$ cat config.mk
export PLATFORM = sky130hd
export DESIGN_NAME = bram_fifo_ctrl
export DESIGN_NICKNAME = d
export VERILOG_FILES = /design/src/rtl/bram_fifo_ctrl.sv
export SDC_FILE = /design/constraint.sdc
export NUM_CORES = 1
export LEC_CHECK = 0
export ABC_CLOCK_PERIOD_IN_PS = 5920
export CAP_MARGIN = 20
export CORE_ASPECT_RATIO = 1.4
export CORE_UTILIZATION = 47
export DETAILED_ROUTE_END_ITERATION = 6
export PLACE_DENSITY = 0.87
export SETUP_SLACK_MARGIN = 0.02
export SLEW_MARGIN = 20
export SYNTH_ARGS = -nofsm -noshare
export SYNTH_HDL_FRONTEND = slang
export SYNTH_SLANG_ARGS = --single-unit
$ cat constraint.sdc
create_clock -name clk -period 5.92 [get_ports clk]
set_clock_uncertainty 0.2 [all_clocks]
set_input_delay 0.592 -clock clk [delete_from_list [all_inputs] [get_ports clk]]
set_output_delay 0.592 -clock clk [all_outputs]
set_load 0.01 [all_outputs]
$ cat src/rtl/bram_fifo_ctrl.sv
// ---------------------------------------------------------------------------
// bram_fifo_ctrl
//
// Valid/ready FIFO controller wrapped around an external 1R/1W block RAM.
// The RAM has a 1-cycle registered read and no-change read mode: a cycle
// that writes loses its read. The controller owns the read/write pointers,
// gives the single RAM cycle to either a read or a write (read wins), and
// keeps a 2-entry output buffer so the consumer sees a registered stream.
//
// Read path:
//   issue   : rd_issue drives mem_rd_addr, bumps rd_ptr
//   flight  : inflight marks that mem_rd_data is valid this cycle
//   buffer  : mem_rd_data lands in ob[ob_cnt] (after any same-cycle pop)
//
// Ports:
//   clk, rst       clock, synchronous active-high reset
//   in_valid       producer has data
//   in_ready       controller accepts in_data this cycle
//   in_data        write payload
//   out_valid      out_data valid (registered)
//   out_ready      consumer accepts out_data
//   out_data       head-of-FIFO payload (registered, ob[0])
//   count          entries held: RAM + in-flight read + output buffer
//   mem_wr_en      RAM byte-column write enables, all driven together
//   mem_wr_addr    RAM write address
//   mem_wr_data    RAM write data (= in_data)
//   mem_rd_addr    RAM read address
//   mem_rd_data    RAM read data, valid the cycle after a read issue
// ---------------------------------------------------------------------------
module bram_fifo_ctrl #(
    parameter int ADDR_WIDTH = 4,
    parameter int DATA_WIDTH = 32,
    parameter int NUM_COL    = DATA_WIDTH / 8
) (
    input  logic                    clk,
    input  logic                    rst,
    input  logic                    in_valid,
    output logic                    in_ready,
    input  logic [DATA_WIDTH-1:0]   in_data,
    output logic                    out_valid,
    input  logic                    out_ready,
    output logic [DATA_WIDTH-1:0]   out_data,
    output logic [ADDR_WIDTH+1:0]   count,
    output logic [NUM_COL-1:0]      mem_wr_en,
    output logic [ADDR_WIDTH-1:0]   mem_wr_addr,
    output logic [DATA_WIDTH-1:0]   mem_wr_data,
    output logic [ADDR_WIDTH-1:0]   mem_rd_addr,
    input  logic [DATA_WIDTH-1:0]   mem_rd_data
);

    // RAM occupancy value meaning "every RAM entry is in use".
    localparam logic [ADDR_WIDTH:0] RAM_FULL = {1'b1, {ADDR_WIDTH{1'b0}}};

    // Pointers carry one extra bit so full and empty are distinguishable.
    logic [ADDR_WIDTH:0]    wr_ptr;
    logic [ADDR_WIDTH:0]    rd_ptr;
    logic [ADDR_WIDTH:0]    ram_cnt;

    logic                   inflight;
    logic [DATA_WIDTH-1:0]  ob0;
    logic [DATA_WIDTH-1:0]  ob1;
    logic [1:0]             ob_cnt;

    logic                   rd_issue;
    logic                   wr_fire;
    logic                   pop;

    logic [1:0]             cnt_after_pop;
    logic [1:0]             ob_cnt_n;
    logic [DATA_WIDTH-1:0]  ob0_n;
    logic [DATA_WIDTH-1:0]  ob1_n;

    assign ram_cnt = wr_ptr - rd_ptr;

    // A read is issued only when the buffer is guaranteed a free slot for
    // the returning word, counting a read that is already in flight.
    assign rd_issue = !rst && (ram_cnt != '0) &&
                      (({1'b0, ob_cnt} + {2'b00, inflight}) < 3'd2);

    // The write slot is handed out only when no read claims the RAM, so a
    // no-change-mode read is never discarded.
    assign in_ready = !rst && !rd_issue && (ram_cnt != RAM_FULL);
    assign wr_fire  = in_valid && in_ready;
    assign pop      = out_valid && out_ready;

    assign mem_wr_en   = {NUM_COL{wr_fire}};
    assign mem_wr_addr = rst ? '0 : wr_ptr[ADDR_WIDTH-1:0];
    assign mem_wr_data = in_data;
    assign mem_rd_addr = rst ? '0 : rd_ptr[ADDR_WIDTH-1:0];

    assign out_data = ob0;
    assign count    = {1'b0, ram_cnt}
                    + {{(ADDR_WIDTH+1){1'b0}}, inflight}
                    + {{ADDR_WIDTH{1'b0}}, ob_cnt};

    // ---- buffer stage: pop first, then place the returning word ----------
    always_comb begin
        ob0_n         = ob0;
        ob1_n         = ob1;
        cnt_after_pop = ob_cnt - {1'b0, pop};
        if (pop) begin
            ob0_n = ob1;
        end
        // The returning word goes into the first free slot left after the
        // pop, so a same-cycle pop and capture keep FIFO order.
        if (inflight) begin
            if (cnt_after_pop == 2'd0) begin
                ob0_n = mem_rd_data;
            end else begin
                ob1_n = mem_rd_data;
            end
        end
        ob_cnt_n = cnt_after_pop + {1'b0, inflight};
    end

    always_ff @(posedge clk) begin
        if (rst) begin
            wr_ptr    <= '0;
            rd_ptr    <= '0;
            inflight  <= 1'b0;
            ob_cnt    <= 2'd0;
            ob0       <= '0;
            ob1       <= '0;
            out_valid <= 1'b0;
        end else begin
            // ---- issue stage ---------------------------------------------
            if (rd_issue) begin
                rd_ptr <= rd_ptr + (ADDR_WIDTH+1)'(1);
            end
            if (wr_fire) begin
                wr_ptr <= wr_ptr + (ADDR_WIDTH+1)'(1);
            end
            // ---- flight stage --------------------------------------------
            inflight <= rd_issue;
            // ---- buffer stage --------------------------------------------
            ob0       <= ob0_n;
            ob1       <= ob1_n;
            ob_cnt    <= ob_cnt_n;
            out_valid <= (ob_cnt_n != 2'd0);
        end
    end

endmodule
## After elaboration in Yosys (flattened, before gate mapping)

Index checks and enable logic that the tools add are counted.

| word-level totals | value |
|---|---|
| word-level logic and storage cells | 35 |
| register bits after elaboration | 78 |

| operators by class | value |
|---|---|
| equal/unequal tests | 1 |
| multiplexer cells | 5 |
| $add $sub $neg | 8 |
| reduce and logical (&&, ||, !) cells | 12 |
| $lt $le $gt $ge | 1 |
| bitwise logic cells | 1 |

Operator list:

| kind | number |
|---|---|
| 32-bit two-way mux | 3 |
| 5-bit by 1-bit adder with 5-bit output, second input constant | 2 |
| 4-bit two-way mux | 2 |
| 5-bit by 1-bit adder with 6-bit output | 1 |
| 6-bit by 2-bit adder with 6-bit output | 1 |
| 1-bit logical AND | 6 |
| 5-bit inequality test, second input constant | 1 |
| 5-bit nonzero test | 1 |
| 5-bit subtractor | 1 |
| 2-bit by 1-bit adder with 3-bit output | 1 |
| 3-bit by 2-bit < comparator with 1-bit output, second input constant | 1 |
| 2-bit by 1-bit adder with 2-bit output | 1 |
| 1-bit zero test | 2 |
| 2-bit zero test | 1 |
| 2-bit AND reduction | 1 |
| 2-bit nonzero test | 1 |
| 2-bit by 1-bit subtractor with 2-bit output | 1 |
| 1-bit NOT | 1 |

## Logic depth before layout (Yosys ltp)

Gate-level depths: netlist of the first run.

| logic depth | value |
|---|---|
| depth after elaboration | 8 |
| mapped depth | 11 |
| depth with buffers taken out | 9 |

## Worst setup path after synthesis of the first run

Ideal clock, no wire load.

| path | value |
|---|---|
| path kind | flip-flop to output port |
| start | register wr_ptr[0] |
| end | output port mem_wr_en[0] |
| arrival time | 2.447 ns |
| path slack | 2.681 ns |
| path buffers | 2 |
| data required time | 5.128 ns |
| cell stages (with the launch flop) | 12 |
| cells stage by stage | dfxtp_1 -> inv_1 -> ha_1 -> inv_1 -> fa_1 -> nand3b_1 -> a211o_1 -> and3_1 -> clkbuf_1 -> nor3b_2 -> nor2b_1 -> buf_4 |

| on the way | value |
|---|---|
| word-level cells in the longest chain between the ends | 8 |

Ends and longest elaborated chain:

| item | line | text |
|---|---|---|
| from (decl) | 55 | `logic [ADDR_WIDTH:0] wr_ptr;` |
| from (signal assigned) | 131 | `wr_ptr <= wr_ptr + (ADDR_WIDTH+1)'(1);` |
| 5-bit subtractor (*) | 73 | `assign ram_cnt = wr_ptr - rd_ptr;` |
| 5-bit nonzero test | 77 | `assign rd_issue = !rst && (ram_cnt != '0) &&` |
| 1-bit logical AND (2 in a row) | 77 |  |
| 1-bit zero test | 82 | `assign in_ready = !rst && !rd_issue && (ram_cnt != RAM_FULL);` |
| 1-bit logical AND | 82 |  |
| 1-bit logical AND (*) | 82 |  |
| 1-bit logical AND (*) | 83 | `assign wr_fire = in_valid && in_ready;` |
| to (decl) | 44 | `output logic [NUM_COL-1:0] mem_wr_en,` |

Every way passes the cells marked *; elsewhere a longest branch is shown, timed or not.

## Final worst setup path of the first run

Ends and elaborated chain as after synthesis.

==> results.json, run 1 <==
{
  "status": "finished, final reports clean",
  "path_max_fanout": 6,
  "wl_per_cell_um": 14.6,
  "coreArea_mm2": 0.00750,
  "crit_type": "flip-flop to output port",
  "whs_ns": 0.257,
  "start_util": 0.494,
  "synth-seq-cells": 78,
  "seqCellArea_mm2": 0.00156,
  "numPortBuffers": 87,
  "timing.fmax_mhz": 239,
  "grt_pass1_wl_um": 14400,
  "synth.area.top_cells": "dfxtp_1 42%, nand2_1 14%, a311oi_1 7.6%",
  "critPathLaunchType": "flip-flop",
  "final_max_slew_viol_count": 0,
  "die_y_um": 107,
  "cts_resized": 0,
  "hpwl_um": 5940,
  "grt.overflow.total": 0,
  "stdcell_area_mm2": 0.00461,
  "dieArea_mm2": 0.00824,
  "multiInputGateArea_mm2": 0.00173,
  "hold_buffers": 0,
  "synthAdderAreaFrac": 0.0466,
  "synth_compound_area_frac": 0.138,
  "synthMuxAreaShare": 0.0270,
  "hold_viol": 0,
  "min_period_ns": 4.18,
  "synth_cells": 466,
  "cts_tree": "done",
  "antenna_found_initial": 0,
  "synth_simple_gate_area_frac": 0.232,
  "placed_cell_area_mm2": 0.00441,
  "antennaDiodeCount": 0,
  "cp-end-kind": "output port",
  "cts_made_buffers": 9,
  "nets": 585,
  "worstPathRequired_ns": 5.13,
  "leakagePower_nw": 1.72,
  "grt_max_degree": 84,
  "fillCellCount": 671,
  "post-cts-setup-buffers": 0,
  "vias_per_cell": 5.44,
  "drive_above_1_share": 0.0706,
  "slew_headroom": 0.439,
  "yosysWarnings": 0,
  "max_slew.worst_pin.slew_ns": 0.841,
  "syn_avg_cell_area_um2": 7.95,
  "ys_seq_area_frac": 0.422,
  "synthesis.area_mm2": 0.00370,
  "drtAntennaViolNets": 0,
  "yosysTopAreaCellShare": 0.422,
  "cap_violations": 0,
  "gp_congestion": 0.838,
  "grt_usage": 0.221,
  "synth_top_area_cell": "dfxtp_1",
  "place_ws_ns": 2.14,
  "finalCritPeriodShare": 0.706,
  "areaGrowthSynthToFinish_pct": 24.6,
  "cts.sinks": 78,
  "synth_xor_area_frac": 0.0213,
  "num_rows": 37,
  "htree_levels": 3,
  "setup_viol": 0,
  "cts-root-buf": "clkbuf_8",
  "vias": 3304,
  "rsz0062_at_grt": "false",
  "hold_class": "flip-flop to flip-flop",
  "tns_ns": 0,
  "syn_nets": 546,
  "synth_top_family_by_area": "simple AND/OR/NAND/NOR gates",
  "arrival_ns": 3.39,
  "drt_iter0_markers": 263,
  "synth.distinct_cells": 32,
  "power.density_mw_per_mm2": 542,
  "clock_latency_ns": 0.35,
  "first_global_vias": 3217,
  "peakVddDrop_mv": 0.354,
  "route.detailed.drc": 0,
  "ios": 152,
  "clk_pin_slew_ns": 0.09,
  "first_pass_iters": 4,
  "die_w_um": 77.0,
  "drt_wl_total_um": 8840,
  "clockBufferDepth": 2,
  "setup_ws_ns": 1.74
}
flip-flops by register name, summed over array words and instances, names as in the netlist:
signal	flops
out_data	32
rd_ptr	5
wr_ptr	5
ob_cnt	2
ob1	32
out_valid	1
inflight	1
final timing paths:
check,startpoint,endpoint,slack (ns),depth (start not counted)
worst min-delay path,ob1[29],ob1[29],0.26,2
worst max-delay path,wr_ptr[0],mem_wr_en[0],1.74,10
worst max register to register,wr_ptr[0],wr_ptr[1],3.10,9
worst min register to register,ob1[29],ob1[29],0.26,2
cells by family after synthesis:
logic type,Yosys count
AOI/OAI and AO/OA,74
adders and majority gates,12
xor gates and xnor gates,9
buffers and inverters,76
DFF,78
muxes,9
and+or+nand+nor,208
power by group:
group	internal, W	leakage [nW]	total, W	switching, W
Sequential	0.000712	0.639	0.000825	0.000113
Combinational	0.000625	0.978	0.00127	0.000640
Clock	0.000201	0.103	0.000411	0.000210
Yosys cell counts:
master and instances:
a311oi_1 32, or4_1 1, a211oi_1 1, mux2i_1 1
nand2_1 134, nand2b_1 1, a21oi_1 37, inv_1 11
or2_2 1, nand4_1 3, buf_1 3, a2bb2o_1 1
buf_4 36, a211oi_2 1, dfxtp_1 78, nor3b_1 1
and3_1 5, nand3b_1 2, nor3b_2 1, and2_1 1
xnor2_1 3, nor2_1 43, xor2_1 6, mux2_2 8
o31ai_1 1, ha_1 9, clkbuf_1 26, nor3_1 4
a211o_1 1, nor2b_1 6, nand3_1 5, fa_1 3
per-stage QoR:
| step | power (W) | utilization | instances |
|---|---|---|---|
| 3_3_place_gp | 0.00200 | 0.579 | 588 |
| 2_1_floorplan | 0.00155 | - | 466 |
| 6_report | 0.00250 | 0.615 | 607 |
| 4_1_cts | 0.00252 | 0.615 | 607 |
| 3_5_place_dp | 0.00210 | 0.588 | 591 |
| 5_1_grt | 0.00267 | 0.615 | 607 |
layout make-up:
type / count / area share
sequential: 78 / 0.338
tap: 97 / 0.0263
timing repair buffer: 93 / 0.208
clock buffer: 9 / 0.0268
clock inverter: 7 / 0.0174
inverter: 11 / 0.00895
multi-input combinational: 312 / 0.374
layer usage:
| metal | GRT usage | vias up | share of wire |
|---|---|---|---|
| met5 | 0 | - | 0 |
| met4 | 0.147 | 0 | 0.039 |
| met3 | 0.0340 | 30 | 0.043 |
| met2 | 0.394 | 114 | 0.53 |
| met1 | 0.239 | 1560 | 0.39 |
| li1 | - | 1600 | - |
cells in the final DEF (no fill, tap or decap), drive strengths merged, types with 2 or more instances in the layout:
cell and n:
a21oi 37, xnor2 3, clkbuf 9, nand3 5, inv 15, nor2b 6, buf 7, nor3b 2
a311oi 32, nor2 43, nand2 134, and3 5, nand3b 2, clkdlybuf4s50 86, nand4 3, fa 3
xor2 6, dfxtp 78, a211oi 2, ha 9, nor3 4, mux2 8
critical path: stages (launching register included):
cell             delay (ns)
dfxtp_1                0.38
inv_1                  0.07
ha_1                   0.20
inv_1                  0.07
fa_1                   0.47
nor3b_1                0.23
nand4_1                0.18
and3_1                 0.29
nor3b_2                0.26
nor2b_1                0.28
clkdlybuf4s50_1        0.59
(Power assumes the default switching activity.)
==> run 2: changes to the inputs <==
Settings changed: ABC_CLOCK_PERIOD_IN_PS 5920 to 4200, CORE_UTILIZATION 47 to 43, PLACE_DENSITY 0.87 to 0.8.
Clock period 5.92 ns to 4.2 ns, I/O delays scaled along.
==> results.json, run 2 (synthesis results as in run 1) <==
{
  "cts.sinks": 78,
  "whs_ns": 0.254,
  "grt_pass1_wl_um": 14800,
  "cts_tree": "done",
  "power.density_mw_per_mm2": 802,
  "regToRegEndpoint": "wr_ptr[3]",
  "slew_headroom": 0.453,
  "pwr-share-clk": 0.233,
  "fin_cells": 610,
  "most-common-layout-cells": "134 x nand2_1, 86 x clkdlybuf4s50_1, 78 x dfxtp_1",
  "cts_made_buffers": 9,
  "route.detailed.drc": 0,
  "gp_congestion": 0.894,
  "dp_cells": 595,
  "drtAntennaViolNets": 0,
  "grt.overflow.total": 0,
  "arrival_ns": 3.36,
  "r2r-start": "wr_ptr[0]",
  "max_slew.worst_pin.slew_ns": 0.820,
  "path_max_fanout": 6,
  "r2r_setup_slack_ns": 1.29,
  "antenna_found_initial": 0,
  "numPortBuffers": 87,
  "htree_levels": 3,
  "cts-root-buf": "clkbuf_16",
  "hold_buffers": 0,
  "first_pass_iters": 6,
  "dieArea_mm2": 0.00899,
  "crit_type": "flip-flop to output port",
  "slowest_delay_ns": 0.56,
  "drive_above_1_share": 0.0728,
  "fillCellCount": 734,
  "hold_viol": 0,
  "drt_iter0_markers": 118,
  "setup_viol": 0,
  "final_common_cell": "nand2_1",
  "pwr-share-comb": 0.462,
  "p_total_w": 0.00379,
  "start_util": 0.449,
  "min_from": "ob1[10]",
  "die_w_um": 80.4,
  "slowest_stage": "clkdlybuf4s50_1",
  "min_path_cells": 2,
  "critPathLaunchType": "flip-flop",
  "grt_usage": 0.211,
  "switching_share": 0.360,
  "num_rows": 39,
  "nets": 584,
  "cap_violations": 0,
  "worstRegToRegCells": 9,
  "vias_per_cell": 5.39,
  "clockBufferDepth": 2,
  "hpwl_um": 5960,
  "clock_latency_ns": 0.33,
  "coreArea_mm2": 0.00825,
  "first_global_vias": 3219,
  "status": "finished, final reports clean",
  "tns_ns": 0,
  "antennaDiodeCount": 0,
  "worstPathRequired_ns": 3.58,
  "min_period_ns": 3.98,
  "crit_chain": "inv_1 > ha_1 > inv_1 > fa_1 > nor3b_2 > nand4_1 > and3_1 > nor3b_4 > nor2b_2 > clkdlybuf4s50_1",
  "finalCritPeriodShare": 0.947,
  "wl_per_cell_um": 14.6,
  "leakagePower_nw": 1.76,
  "ios": 152,
  "grt_max_degree": 83,
  "rsz0062_at_grt": "false",
  "die_y_um": 112,
  "peakVddDrop_mv": 0.552,
  "setup_ws_ns": 0.221,
  "hold_class": "flip-flop to flip-flop",
  "cp-end-kind": "output port",
  "switchingPower_w": 0.00136,
  "place_ws_ns": 0.552,
  "p_int_w": 0.00243,
  "final_max_slew_viol_count": 0,
  "seq_power_share": 0.305,
  "min_to": "ob1[10]",
  "drt_wl_total_um": 8920,
  "timing.fmax_mhz": 251,
  "vias": 3290,
  "areaGrowthSynthToFinish_pct": 27.6,
  "clk_pin_slew_ns": 0.06,
  "cts_resized": 0,
  "path_common_cell": "inv_1",
  "post-cts-setup-buffers": 0
}
[run 2: critical path, delay by kind of cell, from the launching register on]
kind	cells	cell delay, ns
adders and majority gates	2	0.70
DFF	1	0.38
and+or+nand+nor	5	1.21
buffers and inverters	3	0.73
[run 2: final cells by class]
| cell class | instances | area, µm² | area share |
|---|---|---|---|
| Clock inverter | 6 | 111 | 0.0236 |
| Sequential cell | 78 | 1560 | 0.330 |
| Tap cell | 102 | 128 | 0.0270 |
| Clock buffer | 9 | 225 | 0.0476 |
| Timing Repair Buffer | 92 | 911 | 0.193 |
| Multi-Input combinational cell | 312 | 1750 | 0.370 |
| Inverter | 11 | 41.3 | 0.00873 |
[run 2: stage by stage]
step,cell area (µm²),util
2_1_floorplan,3700,-
3_3_place_gp,4350,0.528
3_5_place_dp,4370,0.530
4_1_cts,4710,0.571
5_1_grt,4730,0.573
6_report,4730,0.573
[run 2: power by group through the flow]
stage                     logic (W)  clock network [W]  registers [W]
final                       0.00175           0.000882        0.00116
after global routing        0.00193           0.000926        0.00119
after CTS                   0.00174           0.000897        0.00116
after detailed placement    0.00173                  0        0.00117
after global placement      0.00165                  0        0.00116
after floorplan            0.000967                  0        0.00121
[run 2: how the worst max path moves through the flow]
| stage | slack (ns) | endpoint | from | depth (start not counted) |
|---|---|---|---|---|
| final | 0.22 | mem_wr_en[1] | wr_ptr[0] | 10 |
| after global routing | 0.03 | mem_wr_en[1] | wr_ptr[0] | 10 |
| after CTS | 0.09 | mem_wr_en[1] | wr_ptr[0] | 10 |
| after detailed placement | 0.55 | mem_wr_en[1] | wr_ptr[0] | 10 |
| after global placement | 0.66 | mem_wr_en[0] | wr_ptr[0] | 10 |
| after floorplan | 1.13 | mem_wr_en[0] | wr_ptr[0] | 11 |
[run 2: per-layer routing]
metal	global-route usage	share of wire	vias up
met4	0.119	0.023	0
li1	-	-	1596
met2	0.368	0.54	93
met3	0.0369	0.044	28
met5	0	0	-
met1	0.235	0.39	1573
==> run 3: changes to the inputs <==
Settings changed: SLEW_MARGIN 20 to 30.
==> results.json, run 3 (synthesis results as in run 1) <==
{
  "hpwl_um": 5890,
  "dieArea_mm2": 0.00899,
  "max_slew.worst_pin.slew_ns": 0.825,
  "areaGrowthSynthToFinish_pct": 27.3,
  "r2r_setup_slack_ns": 1.29,
  "die_y_um": 112,
  "nets": 583,
  "cap_violations": 0,
  "regToRegEndpoint": "wr_ptr[0]",
  "grt.overflow.total": 0,
  "min_to": "ob1[18]",
  "met3_usage": 0.0287,
  "power.density_mw_per_mm2": 801,
  "wl_per_cell_um": 14.5,
  "r2r-start": "wr_ptr[0]",
  "timing.fmax_mhz": 251,
  "crit_chain": "inv_1 > ha_1 > inv_1 > fa_1 > nor3b_1 > nand4_1 > and3_1 > nor3b_4 > nor2b_2 > clkdlybuf4s50_1",
  "first_pass_iters": 4,
  "final_common_cell": "nand2_1",
  "peakVddDrop_mv": 0.617,
  "grt_max_degree": 83,
  "cts.sinks": 78,
  "htree_levels": 3,
  "rsz0062_at_grt": "false",
  "grt_pass1_wl_um": 14700,
  "coreArea_mm2": 0.00825,
  "num_rows": 39,
  "place_ws_ns": 0.562,
  "grt_usage": 0.209,
  "leakagePower_nw": 1.76,
  "clock_latency_ns": 0.33,
  "ios": 152,
  "tns_ns": 0,
  "post-cts-setup-buffers": 0,
  "fin_util": 0.572,
  "min_period_ns": 3.98,
  "final_max_slew_viol_count": 0,
  "dp_cells": 594,
  "drive_above_1_share": 0.0669,
  "setup_ws_ns": 0.223,
  "min_path_cells": 2,
  "path_max_fanout": 6,
  "min_from": "ob1[18]",
  "route.detailed.drc": 0,
  "most-common-layout-cells": "133 x nand2_1, 86 x clkdlybuf4s50_1, 78 x dfxtp_1",
  "busiest_layer": "met2",
  "use_met1": 0.226,
  "gp_congestion": 0.894,
  "setup_viol": 0,
  "arrival_ns": 3.36,
  "cts-root-buf": "clkbuf_16",
  "vias": 3318,
  "critPathLaunchType": "flip-flop",
  "drt_iter0_markers": 159,
  "antennaDiodeCount": 0,
  "cts_made_buffers": 9,
  "fin_cells": 610,
  "slew_headroom": 0.450,
  "hold_viol": 0,
  "clockBufferDepth": 2,
  "worstRegToRegCells": 9,
  "cp-end-kind": "output port",
  "slowest_stage": "clkdlybuf4s50_1",
  "worstPathRequired_ns": 3.58,
  "path_common_cell": "inv_1",
  "vias_per_cell": 5.44,
  "clk_pin_slew_ns": 0.06,
  "numPortBuffers": 87,
  "start_util": 0.449,
  "finalCritPeriodShare": 0.947,
  "antenna_found_initial": 0,
  "drt_wl_total_um": 8870,
  "crit_type": "flip-flop to output port",
  "hold_class": "flip-flop to flip-flop",
  "die_w_um": 80.4,
  "status": "finished, final reports clean",
  "cts_tree": "done",
  "first_global_vias": 3273,
  "drtAntennaViolNets": 0,
  "met2_usage": 0.361,
  "slowest_delay_ns": 0.57
}
## run 3: report_power, final
group	switching [W]	total [W]	internal, W
sequential	0.000153	0.00116	0.00100
clock	0.000292	0.000906	0.000613
combinational	0.000893	0.00172	0.000824
## run 3: final cells by class
class / instances / area [µm²]
clock buffers: 13 / 260
clock inverters: 3 / 90.1
fillers: 727 / 3530
inverters: 11 / 41.3
multi-input cells: 312 / 1740
flip-flops and latches: 78 / 1560
well taps: 102 / 128
repair buffers: 91 / 896
## run 3: how the worst max path moves through the flow
stage / start / to / slack [ns] / depth (start not counted)
after floorplan: wr_ptr[0] / mem_wr_en[0] / 1.13 / 11
after global placement: wr_ptr[0] / mem_wr_en[0] / 0.66 / 10
after detailed placement: wr_ptr[0] / mem_wr_en[1] / 0.56 / 10
after CTS: wr_ptr[0] / mem_wr_en[1] / 0.15 / 10
after global routing: wr_ptr[0] / mem_wr_en[1] / 0.03 / 10
final: wr_ptr[0] / mem_wr_en[1] / 0.22 / 10
## run 3: per-stage QoR
step,power (W),hold slack [ns],instance area (µm²)
finish,0.00378,0.255,4720
global route,0.00403,0.274,4720
CTS,0.00382,0.255,4710
detailed placement,0.00289,0.247,4360
global placement,0.00281,0.241,4350
floorplan,0.00218,0.237,3700
## run 3: critical path, delay by kind of cell, from the launching register on
kind / cells / cell delay [ns]
flip-flops: 1 / 0.40
buffers and inverters: 3 / 0.73
AND/OR/NAND/NOR: 5 / 1.21
adder cells (fa/ha/maj): 2 / 0.69
## run 3: what timing repair did
action	in CTS	in global routing
resized for setup	0	2
endpoints found under the setup margin	0	4
hold buffers	0	0
## run 3: routing by layer
layer  up-vias  routed length, µm
li1       1599                  -
met1      1589               3470
met2        92               4720
met3        38                334
met4         0                354
met5         -                  0
